`src/rtl/ctech_lib_pg_seq_pkg.sv`:
```
// ctech_lib_pg_seq_pkg: shared state encoding and counter widths for the power-gate sequencer
package ctech_lib_pg_seq_pkg;

    typedef enum logic [2:0] {
        PG_OFF     = 3'd0,
        PG_UP_EN   = 3'd1,
        PG_UP_WAIT = 3'd2,
        PG_ON      = 3'd3,
        PG_DN_DIS  = 3'd4,
        PG_DN_WAIT = 3'd5,
        PG_ERR     = 3'd6
    } pg_seq_state_t;

    localparam int PG_SCNT_W     = 8;
    localparam int PG_TCNT_W_MAX = 11;

endpackage

```
`src/rtl/ctech_lib_pg_seq_cnt.sv`:
```
// ctech_lib_pg_seq_cnt: saturating up-counter with synchronous clear and asynchronous reset
module ctech_lib_pg_seq_cnt #(
    parameter int W = 8
) (
    input  logic         clk,
    input  logic         rst,
    input  logic         clr,
    input  logic         inc,
    output logic [W-1:0] cnt
);

    // count up while enabled, hold at all-ones so a long wait never wraps back to zero
    always_ff @(posedge clk or posedge rst)
        if (rst) cnt <= '0;
        else if (clr) cnt <= '0;
        else if (inc && !(&cnt)) cnt <= cnt + 1'b1;

endmodule

```
`src/rtl/ctech_lib_pg_seq.sv`:
```
// ctech_lib_pg_seq: staggered power-gate enable sequencer, one domain at a time with ack handshake
module ctech_lib_pg_seq #(
    parameter int NUM_DOM     = 4,
    parameter int STAGGER_CYC = 8,
    parameter int ACK_TIMEOUT = 64
) (
    input  logic               clk,
    input  logic               rst,
    input  logic               pwr_req,
    input  logic [NUM_DOM-1:0] pg_ack,
    output logic [NUM_DOM-1:0] pg_en,
    output logic               pwr_ok,
    output logic               pwr_err,
    output logic               busy
);

    import ctech_lib_pg_seq_pkg::*;

    localparam int IW = $clog2(NUM_DOM);
    localparam int TW = $clog2(ACK_TIMEOUT) + 1;
    localparam logic [IW-1:0]        LAST  = IW'(NUM_DOM - 1);
    localparam logic [PG_SCNT_W-1:0] S_LIM = PG_SCNT_W'(STAGGER_CYC - 1);
    localparam logic [TW-1:0]        T_LIM = TW'(ACK_TIMEOUT - 1);

    pg_seq_state_t        state, state_n;
    logic [IW-1:0]        idx, idx_n;
    logic [NUM_DOM-1:0]   pg_en_n, one_hot;
    logic [PG_SCNT_W-1:0] scnt;
    logic [TW-1:0]        tcnt;
    logic                 cnt_clr, cnt_inc, ack_i, s_done, t_done;

    assign one_hot = NUM_DOM'(1) << idx;
    assign ack_i   = pg_ack[idx];
    assign cnt_clr = state == PG_UP_EN || state == PG_DN_DIS;
    assign cnt_inc = state == PG_UP_WAIT || state == PG_DN_WAIT;
    assign s_done  = scnt >= S_LIM;
    assign t_done  = tcnt >= T_LIM;

    ctech_lib_pg_seq_cnt #(.W(PG_SCNT_W)) u_scnt (
        .clk (clk),
        .rst (rst),
        .clr (cnt_clr),
        .inc (cnt_inc),
        .cnt (scnt)
    );

    ctech_lib_pg_seq_cnt #(.W(TW)) u_tcnt (
        .clk (clk),
        .rst (rst),
        .clr (cnt_clr),
        .inc (cnt_inc),
        .cnt (tcnt)
    );

    // sequencing decisions: ascending power-up, descending power-down, abort and error exits
    always_comb begin
        state_n = state;
        idx_n   = idx;
        case (state)
            PG_OFF:
                if (pwr_req) begin
                    state_n = PG_UP_EN;
                    idx_n   = '0;
                end
            PG_UP_EN:
                state_n = PG_UP_WAIT;
            PG_UP_WAIT:
                if (!pwr_req) state_n = PG_DN_DIS;
                else if (t_done && !ack_i) state_n = PG_ERR;
                else if (ack_i && s_done) begin
                    state_n = idx == LAST ? PG_ON : PG_UP_EN;
                    idx_n   = idx == LAST ? idx : idx + 1'b1;
                end
            PG_ON:
                if (!(&pg_ack)) state_n = PG_ERR;
                else if (!pwr_req) begin
                    state_n = PG_DN_DIS;
                    idx_n   = LAST;
                end
            PG_DN_DIS:
                state_n = PG_DN_WAIT;
            PG_DN_WAIT:
                if (t_done && ack_i) state_n = PG_ERR;
                else if (!ack_i && s_done) begin
                    state_n = idx == '0 ? PG_OFF : PG_DN_DIS;
                    idx_n   = idx == '0 ? idx : idx - 1'b1;
                end
            PG_ERR:
                if (!pwr_req) begin
                    state_n = PG_OFF;
                    idx_n   = '0;
                end
            default: begin
                state_n = PG_OFF;
                idx_n   = '0;
            end
        endcase
    end

    // enables grow or shrink one bit per enable/disable step; entering ERR drops every domain at once
    always_comb begin
        pg_en_n = state_n == PG_ERR   ? '0 :
                  state == PG_UP_EN   ? pg_en | one_hot :
                  state == PG_DN_DIS  ? pg_en & ~one_hot : pg_en;
    end

    // state, index and all outputs are registered from the next-state decision
    always_ff @(posedge clk or posedge rst)
        if (rst) begin
            state   <= PG_OFF;
            idx     <= '0;
            pg_en   <= '0;
            pwr_ok  <= 1'b0;
            pwr_err <= 1'b0;
            busy    <= 1'b0;
        end else begin
            state   <= state_n;
            idx     <= idx_n;
            pg_en   <= pg_en_n;
            pwr_ok  <= state_n == PG_ON;
            pwr_err <= state_n == PG_ERR;
            busy    <= state_n == PG_UP_EN || state_n == PG_UP_WAIT ||
                       state_n == PG_DN_DIS || state_n == PG_DN_WAIT;
        end

endmodule

```
`config.mk`:
```
export PLATFORM = sky130hd
export DESIGN_NAME = ctech_lib_pg_seq
export DESIGN_NICKNAME = d
export VERILOG_FILES = /design/src/rtl/ctech_lib_pg_seq_pkg.sv /design/src/rtl/ctech_lib_pg_seq_cnt.sv /design/src/rtl/ctech_lib_pg_seq.sv
export SDC_FILE = /design/constraint.sdc
export NUM_CORES = 1
export LEC_CHECK = 0
export ABC_AREA = 0
export CORE_ASPECT_RATIO = 1.4
export CORE_UTILIZATION = 45
export DETAILED_ROUTE_END_ITERATION = 6
export GPL_TIMING_DRIVEN = 0
export HOLD_SLACK_MARGIN = 0.15
export PLACE_DENSITY_LB_ADDON = 0.08
export SYNTH_ARGS = -nofsm -noshare
export SYNTH_HDL_FRONTEND = slang
export SYNTH_SLANG_ARGS = --single-unit
```
`constraint.sdc`:
```
create_clock -name clk -period 2.3 [get_ports clk]
set_clock_uncertainty 0.15 [all_clocks]
set_input_delay 0.46 -clock clk [delete_from_list [all_inputs] [get_ports clk]]
set_output_delay 0.46 -clock clk [all_outputs]
set_load 0.1 [all_outputs]
```
==> impl.org <==
** Worst setup path
- Data required, critical path :: 2350 ps
- The worst setup path is launched from a flop.
- Grouping stages by cell kind, the critical path spends the most delay in simple AND/OR/NAND/NOR gates.
- Type of the setup path with the least slack :: flop to flop
- Buffer and inverter count on the worst path :: 1
- Setup slack on the worst reg-to-reg path comes out at 40 ps.
- The number of cells on the worst reg-to-reg path is 6.
- The most critical setup path has its endpoint at u_scnt.cnt[5].
- Arrival @ worst endpoint :: approximately 2300 ps
- Cell count along the critical path :: 6
- CP max stage delay :: 440 ps
- R2r startpoint :: state[0]
- The slowest stage of the critical path belongs to the cell sky130_fd_sc_hd__dfrtp_1.
- Walking the worst path, the cells encountered are clkbuf_2 -> or3b_1 -> a32oi_2 -> nand3_2 -> or3_1 -> a21oi_1.
- The endpoint identified for the worst register-to-register timing path is u_scnt.cnt[5].
- The worst setup path is captured at a flop.
- Crit path launch :: state[0]
- CP Max Fanout :: 10

** GRT
- The number of antenna violations at the first check in global routing came to 0.
- The total overflow left after global routing is 0.
- Number of global-route vias before repair :: ~1500
- Entering global routing, the biggest net connects 28 pins.
- Global routing used 22.2% of the available tracks across all layers.
- Global-route wire length before repair :: between 6 and 7 mm

** Final layout
- Layout-stage area growth over the synthesis result :: 16.8%
- The finished layout holds 258 standard cells, fillers aside.
- Cells with a size suffix above 1 make up about 15% of the layout.
- Filler cell count :: 353
- The finished cells cover 2040 sq um.
- Cells fill 55.5% of the core in the end.
- Final net count :: 226
- 0 antenna diodes ended up in the layout.

** Synth
- Dominant combinational cell family by area after synthesis :: simple AND/OR/NAND/NOR gates
- After Yosys synthesis, full adders, half adders and majority gates account for approximately 1.4% of the synthesized area.
- After synthesis the netlist holds a flip-flop and latch count of 27.
- A synthesized cell averages between 8 and 9 sq um.
- Among all flip-flop cells after synthesis, the most frequent one is sky130_fd_sc_hd__dfrtp_1.
- Compound-Gate Fraction of Synth Area :: between 20% and 30%
- Net count of the mapped netlist :: 206
- Gate count of the mapped netlist :: 197
- Multiplexer cells account for between 4 and 5% of the synthesized area.
- The largest total area in the synthesized netlist belongs to sky130_fd_sc_hd__dfrtp_1.
- Sequential share of the synthesized area :: between 30% and 40%
- Ys async rst share :: 100%
- Yosys printed 0 warnings.
- The synthesized design contains 0 enable-type register cells.
- Top cell type's share of synthesized area :: about two fifths
- In this run the cell area of the synthesized design comes to 1750 sq um.
- Fraction of the mapped netlist area in simple logic gates :: 23.9%
- Cells taking the most area after synthesis :: sky130_fd_sc_hd__dfrtp_1, sky130_fd_sc_hd__a21oi_1, sky130_fd_sc_hd__nor2_1, sky130_fd_sc_hd__xor2_1, sky130_fd_sc_hd__nand2_1
- The synthesized netlist devotes under 10% of its cell area to XOR and XNOR gates.
- Synth unique cells :: 56

** Outcome
- The run finished with clean final reports.

** Pwr
- Combinational share of power :: a little over three fifths
- Peak supply drop :: 0.000908 V
- Of the total power, the share spent switching nets is between 50% and 60%.
- In this run, the clock network consumes 10.2% of the power.
- In this run the power spent charging and discharging nets is 0.00141 W.
- Sequential share of power :: 26.7%
- Dividing total power by cell area gives a power density of roughly 1300 nW/um^2.
- For this design the static power due to leakage is 0.860 nW.
- Internal Power :: 0.00129 W

** CTS
- CTS placed an instance of sky130_fd_sc_hd__clkbuf_8 at the clock tree root.
- TritonCTS clock tree :: built
- After clock tree synthesis, the flow added hold-fix buffers numbering 0.
- Worst skew pair latency :: 280 ps
- Clk sink count :: 27
- Clock buffers created by TritonCTS :: 3
- Clock-pin slew on the worst setup and hold paths :: 100 ps
- In this run the number of H-tree levels came out at 1.
- Counting along the longest clock path gives a buffer depth of 2.

** Timing
- For this run, the top clock speed supported by timing is 442 MHz.
- Setup repair after global routing missed its margin :: true
- Worst hold margin :: 409 ps
- Worst-Margin Slew :: 1040 ps
- The final hold violation count is 0.
- The count of final max-slew check failures came to 0.
- Setup total negative slack :: 0 ps
- Post-route minimum period :: 2260 ps
- In the finished design, the share of the clock period the worst path needs comes to 98.3%.
- Setup-violating endpoint count in the final report :: 0
- Worst-case headroom to the max-slew limit :: 30.3%

** Die
- Vertical die dimension :: approximately 76 microns
- Number of placed I/O pins :: 14
- Floorplan row count :: 26
- The die is 54.7 microns wide.
- Once the floorplan was initialized, standard cells occupied 47.5% of the core.
- The die covers 4140 sq um.
- In this run the standard cell core region covers around 3700 sq um.

** Drt
- Post-route antenna net violation count :: 0
- For this block, the via count after detailed routing is approximately 1600.
- After detailed routing, the number of remaining DRC violations is 0.
- The first detailed-routing pass ran for 4 iterations.
- For this block, the initial DRC count from the detailed router was 51.
- Dividing the detail-routed wire length by the instance count gives 15.9 microns.
- Final routed wirelength across all metal layers :: 4.10 mm
- After detailed routing, the number of vias per cell comes to 6.07.

** Place
- The congestion estimate from routability-driven global placement came to 1.01.
- The count of buffers added on input and output ports is 12.
- After detailed placement, the design holds a cell count of 251.
- HPWL after detailed placement :: 2.97 mm
- Summing all placed instances gives a cell area of ~1900 sq um.

** Run
- Number of max-cap violations :: 0

** Min path
- In this run the worst hold path is classified as flop to flop.
-- power by group through the flow --
| stage | clock [W] | combinational [W] | sequential [W] |
|---|---|---|---|
| after CTS | 0.000286 | 0.00164 | 0.000720 |
| after floorplan | 0 | 0.000902 | 0.00108 |
| final | 0.000276 | 0.00170 | 0.000721 |
| after global routing | 0.000298 | 0.00185 | 0.000745 |
| after detailed placement | 0 | 0.00162 | 0.000732 |
| after global placement | 0 | 0.00159 | 0.000726 |
-- cells by family after synthesis --
group / count (synthesis)
AOI/OAI and AO/OA: 56
adders and majority gates: 2
buffers and inverters: 18
and+or+nand+nor: 78
xor gates and xnor gates: 10
DFF: 27
muxes: 6
-- worst reg2reg max path: cells and delay by family, from the launching register on --
family,cells,cell delay [ps]
simple gates,3,930
flops,1,440
buf+inv,1,200
compound gates,2,460
-- per-stage QoR --
| step | setup WS [ps] | total power (W) |
|---|---|---|
| 2_1_floorplan | 223 | 0.00198 |
| 3_3_place_gp | -376 | 0.00231 |
| 3_5_place_dp | -421 | 0.00235 |
| 4_1_cts | 4.56 | 0.00265 |
| 5_1_grt | -75.9 | 0.00289 |
| 6_report | 40.0 | 0.00270 |
-- sequential cells by signal, indices dropped and copies added (netlist names) --
name and flops:
u_scnt.cnt 8, pwr_err 1, u_tcnt.cnt 7, pg_en 4, pwr_ok 1, idx 2
busy 1, state 3
-- final cells by class --
type                    count  area (sq um)  area share [%]
well taps                  42          52.6            2.58
clock inverters             1          5.00           0.245
clock buffers               3          41.3            2.02
plain buffers              12          60.1            2.94
repair buffers             15           129            6.32
multi-input cells         152          1050            51.7
flip-flops and latches     27           676            33.1
inverters                   6          22.5            1.10
-- worst min path at each step --
stage	to	startpoint	slack [ps]	cells past startpoint
final	pg_en[0]	pg_en[0]	410	2
after global routing	pg_en[1]	pg_en[1]	450	2
after CTS	pg_en[0]	pg_en[0]	410	2
after detailed placement	pg_en[0]	pg_en[0]	390	2
after global placement	pg_en[0]	pg_en[0]	390	2
after floorplan	busy	rst	360	1
-- timing repair --
item / in CTS / in global routing
setup endpoints to repair: 13 / 19
buffers inserted: 2 / 1
gates resized for setup: 15 / 15
pin swaps: 2 / 1
-- Yosys cell counts, drive strengths merged, types with 3 or more instances --
master,instances
dfrtp,27
nor2,22
a21oi,17
nand2,12
o21ai,10
nand2b,7
buf,6
clkbuf,6
inv,6
nand3,6
xor2,6
and2,5
nand4,5
nor2b,4
xnor2,4
a31oi,3
mux2i,3
-- layout by cell type (no fill, tap or decap), drive strengths merged, types with 3 or more instances in the layout --
cell and count:
nand2b 7, dfrtp 27, xnor2 4, a31oi 3, mux2i 3, o21ai 10, a21oi 17, nand2 12
nor2b 4, nand3 6, inv 6, nor2 22, and2 5, clkbuf 11, dlygate4sd2 11, nand4 5
xor2 6, buf 7
-- layer usage --
| metal | up-vias | GRT usage (%) | wire length (microns) |
|---|---|---|---|
| met3 | 14 | 2.99 | 150 |
| met2 | 40 | 38.3 | 2060 |
| met5 | - | 0 | 0 |
| met1 | 756 | 25.6 | 1730 |
| li1 | 757 | - | - |
| met4 | 0 | 12.0 | 162 |
(Power assumes the default switching activity.)
